$ cat src/rtl/instruction_fetch_unit_if.sv
`default_nettype none
// ============================================================================
// Module   : instruction_fetch_unit_if
// Purpose  : Memory, address-register-file and IR handshake bundle of the fetch unit.
// Revision : 1.0 - initial release
// ============================================================================
interface instruction_fetch_unit_if;
  logic        Start;
  logic [7:0]  Mem_Data;
  logic        Mem_Ready;
  logic        Mem_Rd;
  logic        ARF_E;
  logic [1:0]  ARF_FunSel;
  logic [2:0]  ARF_RegSel;
  logic [1:0]  ARF_OutDSel;
  logic [15:0] IR;
  logic        Busy;
  logic        Done;
  logic        Err;

  // Requester / environment side: memory, ARF and the decode stage
  modport master (
    output Start, Mem_Data, Mem_Ready,
    input  Mem_Rd, ARF_E, ARF_FunSel, ARF_RegSel, ARF_OutDSel, IR, Busy, Done, Err
  );

  // Fetch unit side
  modport slave (
    input  Start, Mem_Data, Mem_Ready,
    output Mem_Rd, ARF_E, ARF_FunSel, ARF_RegSel, ARF_OutDSel, IR, Busy, Done, Err
  );
endinterface
`default_nettype wire

$ cat src/rtl/instruction_fetch_unit.sv
`default_nettype none
// ============================================================================
// Module   : instruction_fetch_unit
// Purpose  : Fetches one 16-bit instruction byte-by-byte at PC, advancing PC by 2.
// Revision : 1.0 - initial release
// ============================================================================
module instruction_fetch_unit #(
  parameter int MAX_WAIT = 15
) (
  input  wire                      clk,
  input  wire                      rst,
  instruction_fetch_unit_if.slave  bus
);

  localparam logic [7:0] c_max_wait   = 8'(MAX_WAIT);
  localparam logic [1:0] c_fun_inc    = 2'b01;
  localparam logic [2:0] c_sel_pc     = 3'b001;
  localparam logic [1:0] c_outd_pc    = 2'b00;

  typedef enum logic [1:0] {
    IDLE     = 2'd0,
    FETCH_LO = 2'd1,
    FETCH_HI = 2'd2,
    DONE     = 2'd3
  } state_t;

  state_t      r_state;
  state_t      w_next_state;
  logic [7:0]  r_wait_cnt;
  logic [15:0] r_ir;
  logic        r_done;
  logic        r_err;

  logic w_fetching;
  logic w_accept;
  logic w_timeout;

  assign w_fetching = (r_state == FETCH_LO) || (r_state == FETCH_HI);
  assign w_accept   = w_fetching && bus.Mem_Ready;
  // Ready on the MAX_WAIT cycle still wins over the timeout
  assign w_timeout  = w_fetching && !bus.Mem_Ready && (r_wait_cnt == c_max_wait);

  always_comb begin
    w_next_state = r_state;
    unique case (r_state)
      IDLE:     if (bus.Start) w_next_state = FETCH_LO;
      FETCH_LO: begin
        if (w_accept)       w_next_state = FETCH_HI;
        else if (w_timeout) w_next_state = IDLE;
      end
      FETCH_HI: begin
        if (w_accept)       w_next_state = DONE;
        else if (w_timeout) w_next_state = IDLE;
      end
      DONE:     w_next_state = IDLE;
      default:  w_next_state = IDLE;
    endcase
  end

  always_ff @(posedge clk) begin
    if (rst) begin
      r_state    <= IDLE;
      r_wait_cnt <= '0;
      r_ir       <= '0;
      r_done     <= 1'b0;
      r_err      <= 1'b0;
    end else begin
      r_state <= w_next_state;
      r_done  <= (w_next_state == DONE);
      r_err   <= w_timeout;

      // Any state change is an entry into a fresh wait window
      if (w_next_state != r_state)
        r_wait_cnt <= '0;
      else if (w_fetching && !bus.Mem_Ready)
        r_wait_cnt <= r_wait_cnt + 8'd1;

      if (w_accept && (r_state == FETCH_LO))
        r_ir[7:0] <= bus.Mem_Data;
      if (w_accept && (r_state == FETCH_HI))
        r_ir[15:8] <= bus.Mem_Data;
    end
  end

  // The ARF only ever sees an enable together with a PC increment
  assign bus.ARF_E       = w_accept;
  assign bus.ARF_RegSel  = w_accept ? c_sel_pc : 3'b000;
  assign bus.ARF_FunSel  = c_fun_inc;
  assign bus.ARF_OutDSel = c_outd_pc;
  assign bus.Mem_Rd      = w_fetching;
  assign bus.Busy        = w_fetching;
  assign bus.IR          = r_ir;
  assign bus.Done        = r_done;
  assign bus.Err         = r_err;

endmodule
`default_nettype wire

$ cat src/flat_wrapper.sv
// flat-port wrapper written by rule: the top's interface ports become plain ports
module instruction_fetch_unit_flat 
#(
  parameter int MAX_WAIT = 15
)
  (clk, rst, bus_Start, bus_Mem_Data, bus_Mem_Ready, bus_Mem_Rd, bus_ARF_E, bus_ARF_FunSel, bus_ARF_RegSel, bus_ARF_OutDSel, bus_IR, bus_Busy, bus_Done, bus_Err);
  instruction_fetch_unit_if bus_i ();
  input  wire clk;
  input  wire rst;
  input wire logic [$bits(bus_i.Start)-1:0] bus_Start;
  input wire logic [$bits(bus_i.Mem_Data)-1:0] bus_Mem_Data;
  input wire logic [$bits(bus_i.Mem_Ready)-1:0] bus_Mem_Ready;
  output wire logic [$bits(bus_i.Mem_Rd)-1:0] bus_Mem_Rd;
  output wire logic [$bits(bus_i.ARF_E)-1:0] bus_ARF_E;
  output wire logic [$bits(bus_i.ARF_FunSel)-1:0] bus_ARF_FunSel;
  output wire logic [$bits(bus_i.ARF_RegSel)-1:0] bus_ARF_RegSel;
  output wire logic [$bits(bus_i.ARF_OutDSel)-1:0] bus_ARF_OutDSel;
  output wire logic [$bits(bus_i.IR)-1:0] bus_IR;
  output wire logic [$bits(bus_i.Busy)-1:0] bus_Busy;
  output wire logic [$bits(bus_i.Done)-1:0] bus_Done;
  output wire logic [$bits(bus_i.Err)-1:0] bus_Err;
  assign bus_i.Start = bus_Start;
  assign bus_i.Mem_Data = bus_Mem_Data;
  assign bus_i.Mem_Ready = bus_Mem_Ready;
  assign bus_Mem_Rd = bus_i.Mem_Rd;
  assign bus_ARF_E = bus_i.ARF_E;
  assign bus_ARF_FunSel = bus_i.ARF_FunSel;
  assign bus_ARF_RegSel = bus_i.ARF_RegSel;
  assign bus_ARF_OutDSel = bus_i.ARF_OutDSel;
  assign bus_IR = bus_i.IR;
  assign bus_Busy = bus_i.Busy;
  assign bus_Done = bus_i.Done;
  assign bus_Err = bus_i.Err;
  instruction_fetch_unit #(.MAX_WAIT(MAX_WAIT)) u_core (.clk(clk), .rst(rst), .bus(bus_i));
endmodule
$ cat config.mk
export PLATFORM = sky130hd
export DESIGN_NAME = instruction_fetch_unit_flat
export DESIGN_NICKNAME = d
export VERILOG_FILES = /design/src/rtl/instruction_fetch_unit_if.sv /design/src/rtl/instruction_fetch_unit.sv /design/src/flat_wrapper.sv
export SDC_FILE = /design/constraint.sdc
export NUM_CORES = 1
export LEC_CHECK = 0
export ABC_AREA = 1
export ABC_CLOCK_PERIOD_IN_PS = 2400
export CORE_AREA = 2 2 96 52
export DETAILED_ROUTE_END_ITERATION = 8
export DIE_AREA = 0 0 98 54
export GPL_TIMING_DRIVEN = 0
export SLEW_MARGIN = 20
export SYNTH_ARGS = -nofsm -noshare
export SYNTH_HDL_FRONTEND = slang
export SYNTH_SLANG_ARGS = --single-unit
$ cat constraint.sdc
create_clock -name clk -period 2.4 [get_ports clk]
set_input_delay 0.24 -clock clk [delete_from_list [all_inputs] [get_ports clk]]
set_output_delay 0.24 -clock clk [all_outputs]
set_load 0.02 [all_outputs]
== Word-level counts from Yosys, hierarchy flattened ==
Cells that the tools add are included.

* Input bits: 12
* Word-level logic and storage cells: 28
* Bits in registers: 28

* Muxes and demuxes: 6
* Add/sub/neg operators: 1
* Reductions and logical operators: 9
* Equal/unequal tests: 6

{| class="wikitable"
|+ Operators with widths
! kind !! count
|-
| adder 8 x 1 -> 8 bit (second input constant) || 1
|-
| == test 8 x 4 -> 1 bit (second input constant) || 1
|-
| 2-to-1 mux 2 bit || 4
|-
| case mux 2 bit (4 select lines) || 1
|-
| == test 2 bit (second input constant) || 3
|-
| logical AND 1 bit || 5
|-
| == test 2 x 1 -> 1 bit (second input constant) || 1
|-
| zero test 2 bit || 1
|-
| inequality test 2 bit || 1
|-
| OR reduction 2 bit || 1
|-
| zero test 1 bit || 1
|-
| logical OR 1 bit || 1
|-
| 2-to-1 mux 1 bit || 1
|}

== Depth between registers and ports, before layout ==
Gate-level depths: netlist of the first run.

* Word-level depth: 9
* Mapped depth: 14
* Mapped depth without buffers: 14

== Worst setup path after synthesis of the first run ==
No wires, ideal clock.

* Kind: reg-to-reg
* Start: register u_core.r_state[0]
* End: register u_core.r_wait_cnt[5]
* Library setup time: 0.117 ns
* Period minus slack after synthesis: 1.877 ns
* Buffers on the path: 0
* Stages on the path, launching flop included: 14
* Arrival: 1.760 ns
* Path slack: 0.523 ns
* Cell sequence: dfxtp_1 > inv_1 > ha_1 > nand3_2 > nor2_4 > nand2_2 > nand2_1 > nand2_1 > nand2_1 > nand2_1 > nor2_1 > nor2_2 > nand2_4 > nor2_2

* Cells in the longest elaborated chain, start to end: 9

{| class="wikitable"
|+ Ends and longest elaborated chain
! what !! RTL line !! RTL
|-
| from (decl) || instruction_fetch_unit.sv:27 || <nowiki>state_t r_state;</nowiki>
|-
| from (signal assigned) || instruction_fetch_unit.sv:68 || <nowiki>r_state <= w_next_state;</nowiki>
|-
| == test 2 x 1 -> 1 bit / == test 2 bit (equally long branches) || instruction_fetch_unit.sv:38 || <nowiki>assign w_fetching = (r_state == FETCH_LO) || (r_state == FETCH_HI);</nowiki>
|-
| logical OR 1 bit (*) || instruction_fetch_unit.sv:38 ||
|-
| named net bus_Busy || flat_wrapper.sv:19 || <nowiki>output wire logic [$bits(bus_i.Busy)-1:0] bus_Busy;</nowiki>
|-
| logical AND 1 bit || instruction_fetch_unit.sv:41, instruction_fetch_unit.sv:75 ||
|-
| logical AND 1 bit || instruction_fetch_unit.sv:41 || <nowiki>assign w_timeout = w_fetching && !bus.Mem_Ready && (r_wait_cnt == c_max_wait);</nowiki>
|-
| 2-to-1 mux 2 bit || instruction_fetch_unit.sv:49, instruction_fetch_unit.sv:53 ||
|-
| 2-to-1 mux 2 bit (on tied branches) || instruction_fetch_unit.sv:52, instruction_fetch_unit.sv:48 ||
|-
| case mux 2 bit (4 select lines) || instruction_fetch_unit.sv:45 || <nowiki>unique case (r_state)</nowiki>
|-
| inequality test 2 bit || instruction_fetch_unit.sv:73 || <nowiki>if (w_next_state != r_state)</nowiki>
|-
| OR reduction 2 bit (no source line) || n/a ||
|-
| to (signal assigned) || instruction_fetch_unit.sv:76 || <nowiki>r_wait_cnt <= r_wait_cnt + 8'd1;</nowiki>
|-
| to (decl) || instruction_fetch_unit.sv:29 || <nowiki>logic [7:0] r_wait_cnt;</nowiki>
|}

The timed path passes the listed nets; every way through them passes the cells marked *.
A chain may end at the register's enable or synchronous reset.

== Final worst setup path of the first run ==
* Start: register u_core.r_state[0]
* End: output port bus_ARF_RegSel[0]

* Cells in the longest elaborated chain, start to end: 4

{| class="wikitable"
|+ Ends and longest elaborated chain
! what !! RTL line !! RTL
|-
| == test 2 x 1 -> 1 bit / == test 2 bit (equally long branches) || instruction_fetch_unit.sv:38 ||
|-
| logical OR 1 bit (*) || instruction_fetch_unit.sv:38 ||
|-
| logical AND 1 bit (*) || instruction_fetch_unit.sv:39 || <nowiki>assign w_accept = w_fetching && bus.Mem_Ready;</nowiki>
|-
| 2-to-1 mux 1 bit (*) || instruction_fetch_unit.sv:87 || <nowiki>assign bus.ARF_RegSel = w_accept ? c_sel_pc : 3'b000;</nowiki>
|-
| to (decl) || flat_wrapper.sv:16 || <nowiki>output wire logic [$bits(bus_i.ARF_RegSel)-1:0] bus_ARF_RegSel;</nowiki>
|}

Every way passes the cells marked *; elsewhere a longest branch is shown, timed or not.

==> impl_results.md, run 1 <==
- Total Neg Setup Slack: 0 ps
- Crit-path max FO: 11
- Share of layout cells above drive strength 1: 0.1485
- Critical path launch point type: flip-flop
- Clock Skews: between 10 and 15 ps
- HPWL after detailed placement: about 2.2 mm
- Initial antenna violation count: 0
- Total CTS buffers: 3
- Final ANT Viol Nets: 0
- Clk Latency, worst-skew pair: around 270 ps
- Post-layout min period: roughly 2200 ps
- Most common cell after layout, fill and taps aside: clkdlybuf4s50_1
- Post-CTS Setup Bufs: 0
- Max_cap viols: 0
- #FFs+latches synth: 28
- Area leader, netlist: dfxtp_1
- Largest net degree at the start of global routing: 15
- Mapped Area: between 1000 and 1500 µm²
- Vias in the first global route: 870
- RSZ-0062 raised after global routing: no
- Starting Density: 0.2781
- Peak VDD IR: between 0.2 and 0.25 mV
- GRT Overall Usage: 0.1059
- Core Util, Final: 0.3796
- Place WS: roughly 150 ps
- CTS tree: yes
- Clock root cell: clkbuf_8
- First-pass GRT wire length: around 4.3 mm
- H-tree depth: 1
- Synth warnings: 0
- DRT Wirelength: around 2.7 mm
- Nets: 220
- Bufs on Longest Clock Path: 2
- Initial drt markers: 36
- TritonRoute pass-1 iters: 6
- Io pins: 40
- CTS sink count: 28
- Sequential fraction of the synthesis area: 0.4409
- Status: finished clean
- Routability-driven placement congestion ratio: 0.7506
- Via Count: about 1,000
- Routed len/inst: between 10 and 15 µm
- Vias per inst: between 3 and 4
- Average size of a mapped cell: 7.847 µm²
- Area growth from synthesis to layout: 36.52%
- GRT Residual Overflow: 0
- Die Area: 5292 µm²
- Hold WC Path Type: flip-flop to flip-flop
- Clk slew on worst S/H paths: 100 ps
- Synth unique cells: 25
- CP Capture Type: primary output
- Leak: approximately 0.71 nW
- Top cell type's share of synthesized area: 0.4409
- Final Max Tran Viols: 0
- Ant diodes: 0
- Die Wd: just under 100 µm
- Req. time, crit path: 2160 ps
- Arrival @ worst endpoint: 1960 ps
- Kind of critical path: flip-flop to primary output
- Hold Vio Cnt, Final: 0
- Most frequent cells in the layout: 31 x clkdlybuf4s50_1, 28 x nand2_1, 28 x dfxtp_1
- Final setup violation count: 0
- Period utilization: 0.9182
- DRC Markers: 0
- PD cells: between 500 and 600 nW/µm²
- Die Ht: 54 µm
- Core footprint: ~4600 µm²
- Fmax: approximately 450 MHz
- Top cells by area, synth: dfxtp_1 44%, nand2_1 8.3%, nor2_1 7.4%
- Port-buffer cells: 33
- Mapped Cells: between 150 and 200
- Rows: 18
- Final Worst Setup Slack: 196.3 ps
power by group:
part           total (mW)  leakage (nW)  internal (mW)  switching (mW)
combinational       0.158         0.459         0.0693          0.0889
sequential          0.483         0.227          0.476         0.00742
clock               0.251        0.0216          0.113           0.139
cells in the mapped netlist:
cell type	number
a21oi_1	8
and2_1	1
buf_2	1
buf_4	8
clkbuf_1	1
clkinv_1	1
conb_1	2
dfxtp_1	28
ha_1	4
inv_1	8
inv_2	2
mux2i_1	1
nand2_1	28
nand2_2	1
nand2_4	1
nand3_1	12
nand3_2	1
nor2_1	25
nor2_2	10
nor2_4	1
nor3b_2	1
o21ai_0	9
o21bai_1	1
xnor2_1	2
xor2_1	5
through the flow:
stage | power, mW | hold WS, ps | cell area, µm² | instances
6_report | 0.8929 | 474.8 | 1735 | 262
4_1_cts | 0.9011 | 474.9 | 1733 | 262
3_5_place_dp | 0.6536 | 457.8 | 1692 | 259
2_1_floorplan | 0.5894 | 406.7 | 1286 | 166
5_1_grt | 0.9322 | 490.7 | 1735 | 262
3_3_place_gp | 0.6530 | 450.8 | 1692 | 259
cell type report:
class / count / area, µm²
sequential: 28 / 560.5
tap: 60 / 75.07
multi-input combinational: 117 / 615.6
fill: 473 / 2836
inverter: 11 / 42.54
timing repair buffer: 33 / 331.6
clock buffer: 3 / 41.29
buffer: 10 / 68.82
final timing paths:
check / endpoint / startpoint / slack [ps] / cells after the start
hold reg to reg: u_core.bus.IR[15] / u_core.bus.IR[15] / 470 / 2
setup reg to reg: u_core.r_wait_cnt[7] / u_core.r_state[1] / 390 / 13
hold / removal: u_core.bus.IR[15] / u_core.bus.IR[15] / 470 / 2
setup / recovery: bus_ARF_RegSel[0] / u_core.r_state[0] / 200 / 6
per-layer routing:
layer  global-route usage  part of all wire  up-vias
met5                    0                 0        -
met2               0.1244              0.34       24
met4              0.02083            0.0036        0
li1                     -                 -      584
met1               0.1754              0.60      434
met3              0.03117             0.052        2
kinds of logic after synthesis:
group	synth area share
xor gates and xnor gates	0.04823
AOI/OAI and AO/OA	0.07284
adders and majority gates	0.03937
and+or+nand+nor	0.2982
other	0.005908
muxes	0.007874
buffers and inverters	0.08661
DFF	0.4409
what timing repair did:
item	4_1_cts	5_1_grt
resized for setup	2	1
endpoints found under the setup margin	2	1
hold buffers	0	0
endpoints found under the hold margin	0	0
registers in the layout (all words and copies together) (netlist names):
signal / cells
u_core.bus.Done: 1
u_core.bus.Err: 1
u_core.bus.IR: 16
u_core.r_state: 2
u_core.r_wait_cnt: 8
worst max-delay path, cell delays in order (launching register included):
cell           delay (ps)
dfxtp_1               400
inv_1                 100
ha_1                  390
nand2_1               170
clkinv_2              160
buf_4                 160
dlygate4sd2_1         310
(Power assumes the default switching activity.)
==> run 2: changes to the inputs <==
Settings changed: ABC_AREA 1 to unset, CORE_AREA 2 2 96 52 to 2 2 99 53, DIE_AREA 0 0 98 54 to 0 0 101 55.
==> impl_results.md, run 2 <==
- Status: finished clean (unchanged)
- Leak: 0.6469 nW (was 0.7075 nW)
- Synth unique cells: 37 (was 25)
- Fmax: 448.7 MHz (was 453.8 MHz)
- CTS tree: yes (unchanged)
- Post-layout min period: 2229 ps (was 2204 ps)
- DRC Markers: 0 (unchanged)
- Routed len/inst: 12.98 µm (was 10.47 µm)
- Slowest stage cell, crit path: dfxtp_1 (unchanged)
- DRT Wirelength: 3.374 mm (was 2.744 mm)
- PD cells: 559.4 nW/µm² (was 514.5 nW/µm²)
- Share of layout cells above drive strength 1: 0.1000 (was 0.1485)
- Req. time, crit path: 2160 ps (about the same)
- Total Neg Setup Slack: 0 ps (unchanged)
- Die Ht: 55 µm (was 54 µm)
- Post-CTS Setup Bufs: 0 (unchanged)
- Filler instances: 490 (was 473)
- Cts repair resizes: 4 (was 2)
- Mapped Area: 1360 µm² (was 1271 µm²)
- Hold-fix buffers, CTS: 0 (unchanged)
- Vias per inst: 4.423 (was 3.985)
- Peak VDD IR: 0.2510 mV (was 0.2198 mV)
- Max_cap viols: 0 (unchanged)
- GRT Residual Overflow: 0 (unchanged)
- Hold WC Path Type: flip-flop to flip-flop (unchanged)
- Clock Skews: 2.111 ps (was 11.49 ps)
- Io pins: 40 (unchanged)
- Vias in the first global route: 1,046 (was 870)
- Nets: 217 (was 220)
- Post-synth EDFFs: 0 (unchanged)
- Die Wd: 101 µm (was 98 µm)
- GRT Overall Usage: 0.1255 (was 0.1059)
- Final hold slack: 460.6 ps (was 474.8 ps)
- Largest net degree at the start of global routing: 17 (was 15)
- Top cell type's share of synthesized area: 0.4121 (was 0.4409)
- Bufs on Longest Clock Path: 2 (unchanged)
- Top cells by area, synth: dfxtp_1 41%, nand2_1 8.3%, a21oi_1 5.9% (was dfxtp_1 44%, nand2_1 8.3%, nor2_1 7.4%)
- Register Area: 560.5 µm² (unchanged)
- Synth top cells by count: 30 x nand2_1, 28 x dfxtp_1, 16 x a21oi_1 (was 28 x dfxtp_1, 28 x nand2_1, 25 x nor2_1)
- CP Capture Type: primary output (unchanged)
- First-pass GRT wire length: 5.264 mm (was 4.291 mm)
- RSZ-0062 raised after global routing: no (unchanged)
- TritonRoute pass-1 iters: 4 (was 6)
- Port-buffer cells: 33 (unchanged)
- Number of flip-flops in the largest register: 16 (unchanged)
- Final Max Tran Viols: 0 (unchanged)
- #FFs+latches synth: 28 (unchanged)
- Mapped Cells: 159 (was 162)
- Final setup violation count: 0 (unchanged)
- Average size of a mapped cell: 8.554 µm² (was 7.847 µm²)
- Synth warnings: 0 (unchanged)
- CTS sink count: 28 (unchanged)
- Clk Latency, worst-skew pair: 270 ps (about the same)
- Sequential fraction of the synthesis area: 0.4121 (was 0.4409)
- H-tree depth: 1 (unchanged)
- Arrival @ worst endpoint: 1990 ps (was 1960 ps)
- Core footprint: 4730 µm² (was 4572 µm²)
- Kind of critical path: flip-flop to primary output (unchanged)
- Final ANT Viol Nets: 0 (unchanged)
- Area growth from synthesis to layout: 36.89% (was 36.52%)
- Crit-path most repeated cell: inv_1
- CP max stage delay: 420 ps (was 400 ps)
- Area of the multi-input gates: 724.4 µm² (was 615.6 µm²)
- Most common cell after layout, fill and taps aside: clkdlybuf4s50_1 (unchanged)
- Clk slew on worst S/H paths: 100 ps (about the same)
- Rows: 18 (unchanged)
- Total CTS buffers: 3 (unchanged)
- Hold Vio Cnt, Final: 0 (unchanged)
- Routability-driven placement congestion ratio: 0.8199 (was 0.7506)
- Most used DFF post-synth: dfxtp_1 (unchanged)
- Area leader, netlist: dfxtp_1 (unchanged)
- Via Count: 1,150 (was 1,044)
- HPWL after detailed placement: 2.546 mm (was 2.159 mm)
- Ant diodes: 0 (unchanged)
- Most frequent cells in the layout: 31 x clkdlybuf4s50_1, 30 x nand2_1, 28 x dfxtp_1 (was 31 x clkdlybuf4s50_1, 28 x nand2_1, 28 x dfxtp_1)
- Critical Path, Cell by Cell: inv_1 > ha_4 > nand2_1 > inv_1 > buf_4 > dlygate4sd2_1 (was inv_1 > ha_1 > nand2_1 > clkinv_2 > buf_4 > dlygate4sd2_1)
- Crit-path max FO: 9 (was 11)
- Die Area: 5555 µm² (was 5292 µm²)
- Period utilization: 0.9286 (was 0.9182)
- Critical path launch point type: flip-flop (unchanged)
- Starting Density: 0.2876 (was 0.2781)
- Most common cell in the netlist: nand2_1
- Clock root cell: clkbuf_8 (unchanged)
- Initial drt markers: 74 (was 36)
- Initial antenna violation count: 0 (unchanged)
- Asr flop ratio synth: 0 (unchanged)
-- run 2: cell types whose count changed in the layout (fill, tap and decap cells not counted), moves of 3 or more --
cell,previous run,this run
inv_1,8,3
xnor2_1,2,6
o21ai_0,9,1
clkbuf_1,1,4
nor2b_1,0,3
a21oi_1,8,16
xor2_1,5,1
nor2_1,25,10
nor2_2,10,0
nor3_1,0,7
-- run 2: path summary, 6_finish.rpt --
path / endpoint / slack, ps / depth (start not counted) / from
worst max-delay path: bus_ARF_RegSel[0] / 170 / 6 / u_core.r_state[1]
worst min register to register: u_core.bus.IR[6] / 460 / 2 / u_core.bus.IR[6]
worst min-delay path: u_core.bus.IR[6] / 460 / 2 / u_core.bus.IR[6]
worst max register to register: u_core.r_wait_cnt[0] / 280 / 6 / u_core.r_state[1]
-- run 2: logic make-up after synthesis --
| group | synth area share |
|---|---|
| mux | 0.007360 |
| simple gates | 0.2760 |
| compound gates | 0.1417 |
| buf+inv | 0.07543 |
| flops | 0.4121 |
| fa+ha+maj | 0.03680 |
| xor+xnor | 0.04508 |
| other cells | 0.005522 |
-- run 2: area by class of cell --
cell class                 instances  area share
buffer                            14     0.04906
clock buffer                       3     0.02218
clock inverter                     1     0.01613
inverter                           3    0.006048
multi-input combinational        118      0.3891
sequential                        28      0.3011
tap                               60     0.04032
timing repair buffer              33      0.1761
-- run 2: per-stage QoR --
| step | total power [mW] | utilization | instances | cell area (µm²) | setup WS (ps) |
|---|---|---|---|---|---|
| floorplan | 0.6032 | - | 163 | 1375 | 422.0 |
| global placement | 0.6711 | 0.3765 | 256 | 1780 | 25.07 |
| detailed placement | 0.6727 | 0.3765 | 256 | 1780 | 19.93 |
| CTS | 1.053 | 0.3937 | 260 | 1862 | 157.4 |
| global route | 1.092 | 0.3937 | 260 | 1862 | 36.40 |
| finish | 1.042 | 0.3937 | 260 | 1862 | 171.3 |
-- run 2: per-layer routing --
| metal | part of all wire | GRT usage | wire [µm] | vias up |
|---|---|---|---|---|
| met5 | 0 | 0 | 0 | - |
| met4 | 0.0012 | 0.01577 | 4 | 0 |
| met3 | 0.052 | 0.04397 | 176 | 2 |
| met2 | 0.37 | 0.1678 | 1247 | 30 |
| met1 | 0.58 | 0.1923 | 1945 | 508 |
| li1 | - | - | - | 610 |
-- run 2: worst max-delay path: cells and delay by family, from the launching register on --
family                     cells  cell delay (ps)
adders and majority gates      1              370
DFF                            1              420
and+or+nand+nor                1              150
buffers and inverters          4              770
-- run 2: power breakdown --
group          internal, mW  switching, mW
combinational        0.0821          0.102
sequential            0.474        0.00832
clock                 0.223          0.152
total                 0.780          0.262
==> run 3: changes to the inputs <==
Settings changed: ABC_CLOCK_PERIOD_IN_PS 2400 to 2500.
Clock period 2.4 ns to 2.5 ns, I/O delays scaled along.
==> impl_results.md, run 3 (synthesized netlist as in run 2, its figures left out) <==
- Vias per inst: 4.423 (unchanged)
- Placed inst area: 1780 µm² (unchanged)
- HPWL after detailed placement: 2.546 mm (unchanged)
- Bufs on Longest Clock Path: 2 (unchanged)
- Most common cell after layout, fill and taps aside: clkdlybuf4s50_1 (unchanged)
- Clock power share: 0.360 (about the same)
- Share of layout cells above drive strength 1: 0.1000 (unchanged)
- Design Area, Final: 1866 µm² (was 1862 µm²)
- DRT Wirelength: 3.373 mm (was 3.374 mm)
- Leak: 0.6593 nW (was 0.6469 nW)
- CP max stage delay: 420 ps (about the same)
- CP Buf/Inv Count: 4 (unchanged)
- Max_cap viols: 0 (unchanged)
- TritonRoute pass-1 iters: 4 (unchanged)
- PD cells: 536.3 nW/µm² (was 559.4 nW/µm²)
- H-tree depth: 1 (unchanged)
- Peak VDD IR: 0.2410 mV (was 0.2510 mV)
- Die Wd: 101 µm (unchanged)
- Core Util, Final: 0.3944 (was 0.3937)
- CP Capture Type: primary output (unchanged)
- Final Max Tran Viols: 0 (unchanged)
- Total power: 1.001 mW (was 1.042 mW)
- RSZ-0062 raised after global routing: no (unchanged)
- Arrival @ worst endpoint: 1990 ps (about the same)
- Die Area: 5555 µm² (unchanged)
- FF-to-FF setup slack: 380 ps (was 280 ps)
- Rows: 18 (unchanged)
- GRT Residual Overflow: 0 (unchanged)
- Largest delay share family, worst path: buffers and inverters (unchanged)
- Dpl cells: 256 (unchanged)
- Final Worst Setup Slack: 257.8 ps (was 171.3 ps)
- First-pass GRT wire length: 5.278 mm (was 5.264 mm)
- Starting Density: 0.2876 (unchanged)
- Clock root cell: clkbuf_8 (unchanged)
- Hold WC Path Type: flip-flop to flip-flop (unchanged)
- Io pins: 40 (unchanged)
- Req. time, crit path: 2250 ps (was 2160 ps)
- Slowest stage cell, crit path: dfxtp_1 (unchanged)
- Hold Vio Cnt, Final: 0 (unchanged)
- Clock Skews: 2.111 ps (unchanged)
- Via Count: 1,150 (unchanged)
- Number of flip-flops in the largest register: 16 (unchanged)
- Routability-driven placement congestion ratio: 0.8199 (unchanged)
- Post-CTS Setup Bufs: 0 (unchanged)
- Routed len/inst: 12.97 µm (was 12.98 µm)
- Vias in the first global route: 1,052 (was 1,046)
- Ant diodes: 0 (unchanged)
- Total Neg Setup Slack: 0 ps (unchanged)
- Critical Path, Cell by Cell: inv_1 > ha_4 > nand2_1 > inv_1 > buf_4 > dlygate4sd2_1 (unchanged)
- Logic pwr share: 0.177 (about the same)
- Crit-path most repeated cell: inv_1 (unchanged)
- CTS sink count: 28 (unchanged)
- Place WS: 109.9 ps (was 19.93 ps)
- Clk slew on worst S/H paths: 100 ps (about the same)
- Filler instances: 490 (unchanged)
- Critical path launch point type: flip-flop (unchanged)
- Initial drt markers: 74 (unchanged)
- Period utilization: 0.8969
- Internal power: 749.0 µW (was 779.6 µW)
- Total CTS buffers: 3 (unchanged)
- Most frequent cells in the layout: 31 x clkdlybuf4s50_1, 30 x nand2_1, 28 x dfxtp_1 (unchanged)
- Final setup violation count: 0 (unchanged)
- Post-layout min period: around 2200 ps
- Hold-fix buffers, CTS: 0 (unchanged)
- Largest net degree at the start of global routing: 17 (unchanged)
- GRT Overall Usage: 0.1258 (was 0.1255)
- Final hold slack: 460.6 ps (unchanged)
- Core footprint: 4730 µm² (unchanged)
- Switching Power: 251.5 µW (was 261.9 µW)
- Non-filler cells, final: 260 (unchanged)
- Initial antenna violation count: 0 (unchanged)
- Fmax: approximately 450 MHz
- Status: finished clean (unchanged)
- Nets: 217 (unchanged)
- Port-buffer cells: 33 (unchanged)
- Clk Latency, worst-skew pair: 270 ps (about the same)
- Final ANT Viol Nets: 0 (unchanged)
- CTS tree: yes (unchanged)
- Die Ht: 55 µm (unchanged)
- Area growth from synthesis to layout: 37.17% (was 36.89%)
- DRC Markers: 0 (unchanged)
- Crit-path max FO: 9 (unchanged)
- Kind of critical path: flip-flop to primary output (unchanged)
- Switching part of the total power: 0.2514 (was 0.2515)
- Flop pwr share: 0.463 (about the same)
==> run 3: layout make-up <==
type                       instances  area, µm²  share of cell area
clock inverter                     1      30.03             0.01610
timing repair buffer              33      331.6              0.1777
multi-input combinational        118      724.4              0.3883
clock buffer                       3      41.29             0.02213
buffer                            14      91.34             0.04896
inverter                           3      11.26            0.006036
tap                               60      75.07             0.04024
sequential                        28      560.5              0.3005
==> run 3: metal layers <==
metal / part of all wire / track usage
met2: 0.37 / 0.1678
met1: 0.58 / 0.1931
met4: 0.0012 / 0.01577
met5: 0 / 0
met3: 0.052 / 0.04397
==> run 3: tightest hold or removal path, cell delays in order (launching register included) <==
cell     delay, ps
dfxtp_1        320
nand2_1         50
a21oi_1         50
==> run 3: power by group through the flow <==
stage          clock network [mW]  logic [mW]  registers [mW]
2_1_floorplan                   0      0.0996           0.479
3_3_place_gp                    0       0.171           0.473
3_5_place_dp                    0       0.172           0.473
4_1_cts                     0.371       0.177           0.463
5_1_grt                     0.392       0.192           0.465
6_report                    0.360       0.177           0.463
==> run 3: worst paths after layout <==
| kind | start | to | depth (start not counted) |
|---|---|---|---|
| worst max register to register | u_core.r_state[1] | u_core.r_wait_cnt[0] | 6 |
| worst max-delay path | u_core.r_state[1] | bus_ARF_RegSel[0] | 6 |
| worst min-delay path | u_core.bus.IR[6] | u_core.bus.IR[6] | 2 |
| worst min register to register | u_core.bus.IR[6] | u_core.bus.IR[6] | 2 |
==> run 3: repair_timing <==
action                                  in CTS  in global routing
cloned                                       0                  0
resized for setup                            3                  1
endpoints found under the setup margin       2                  1
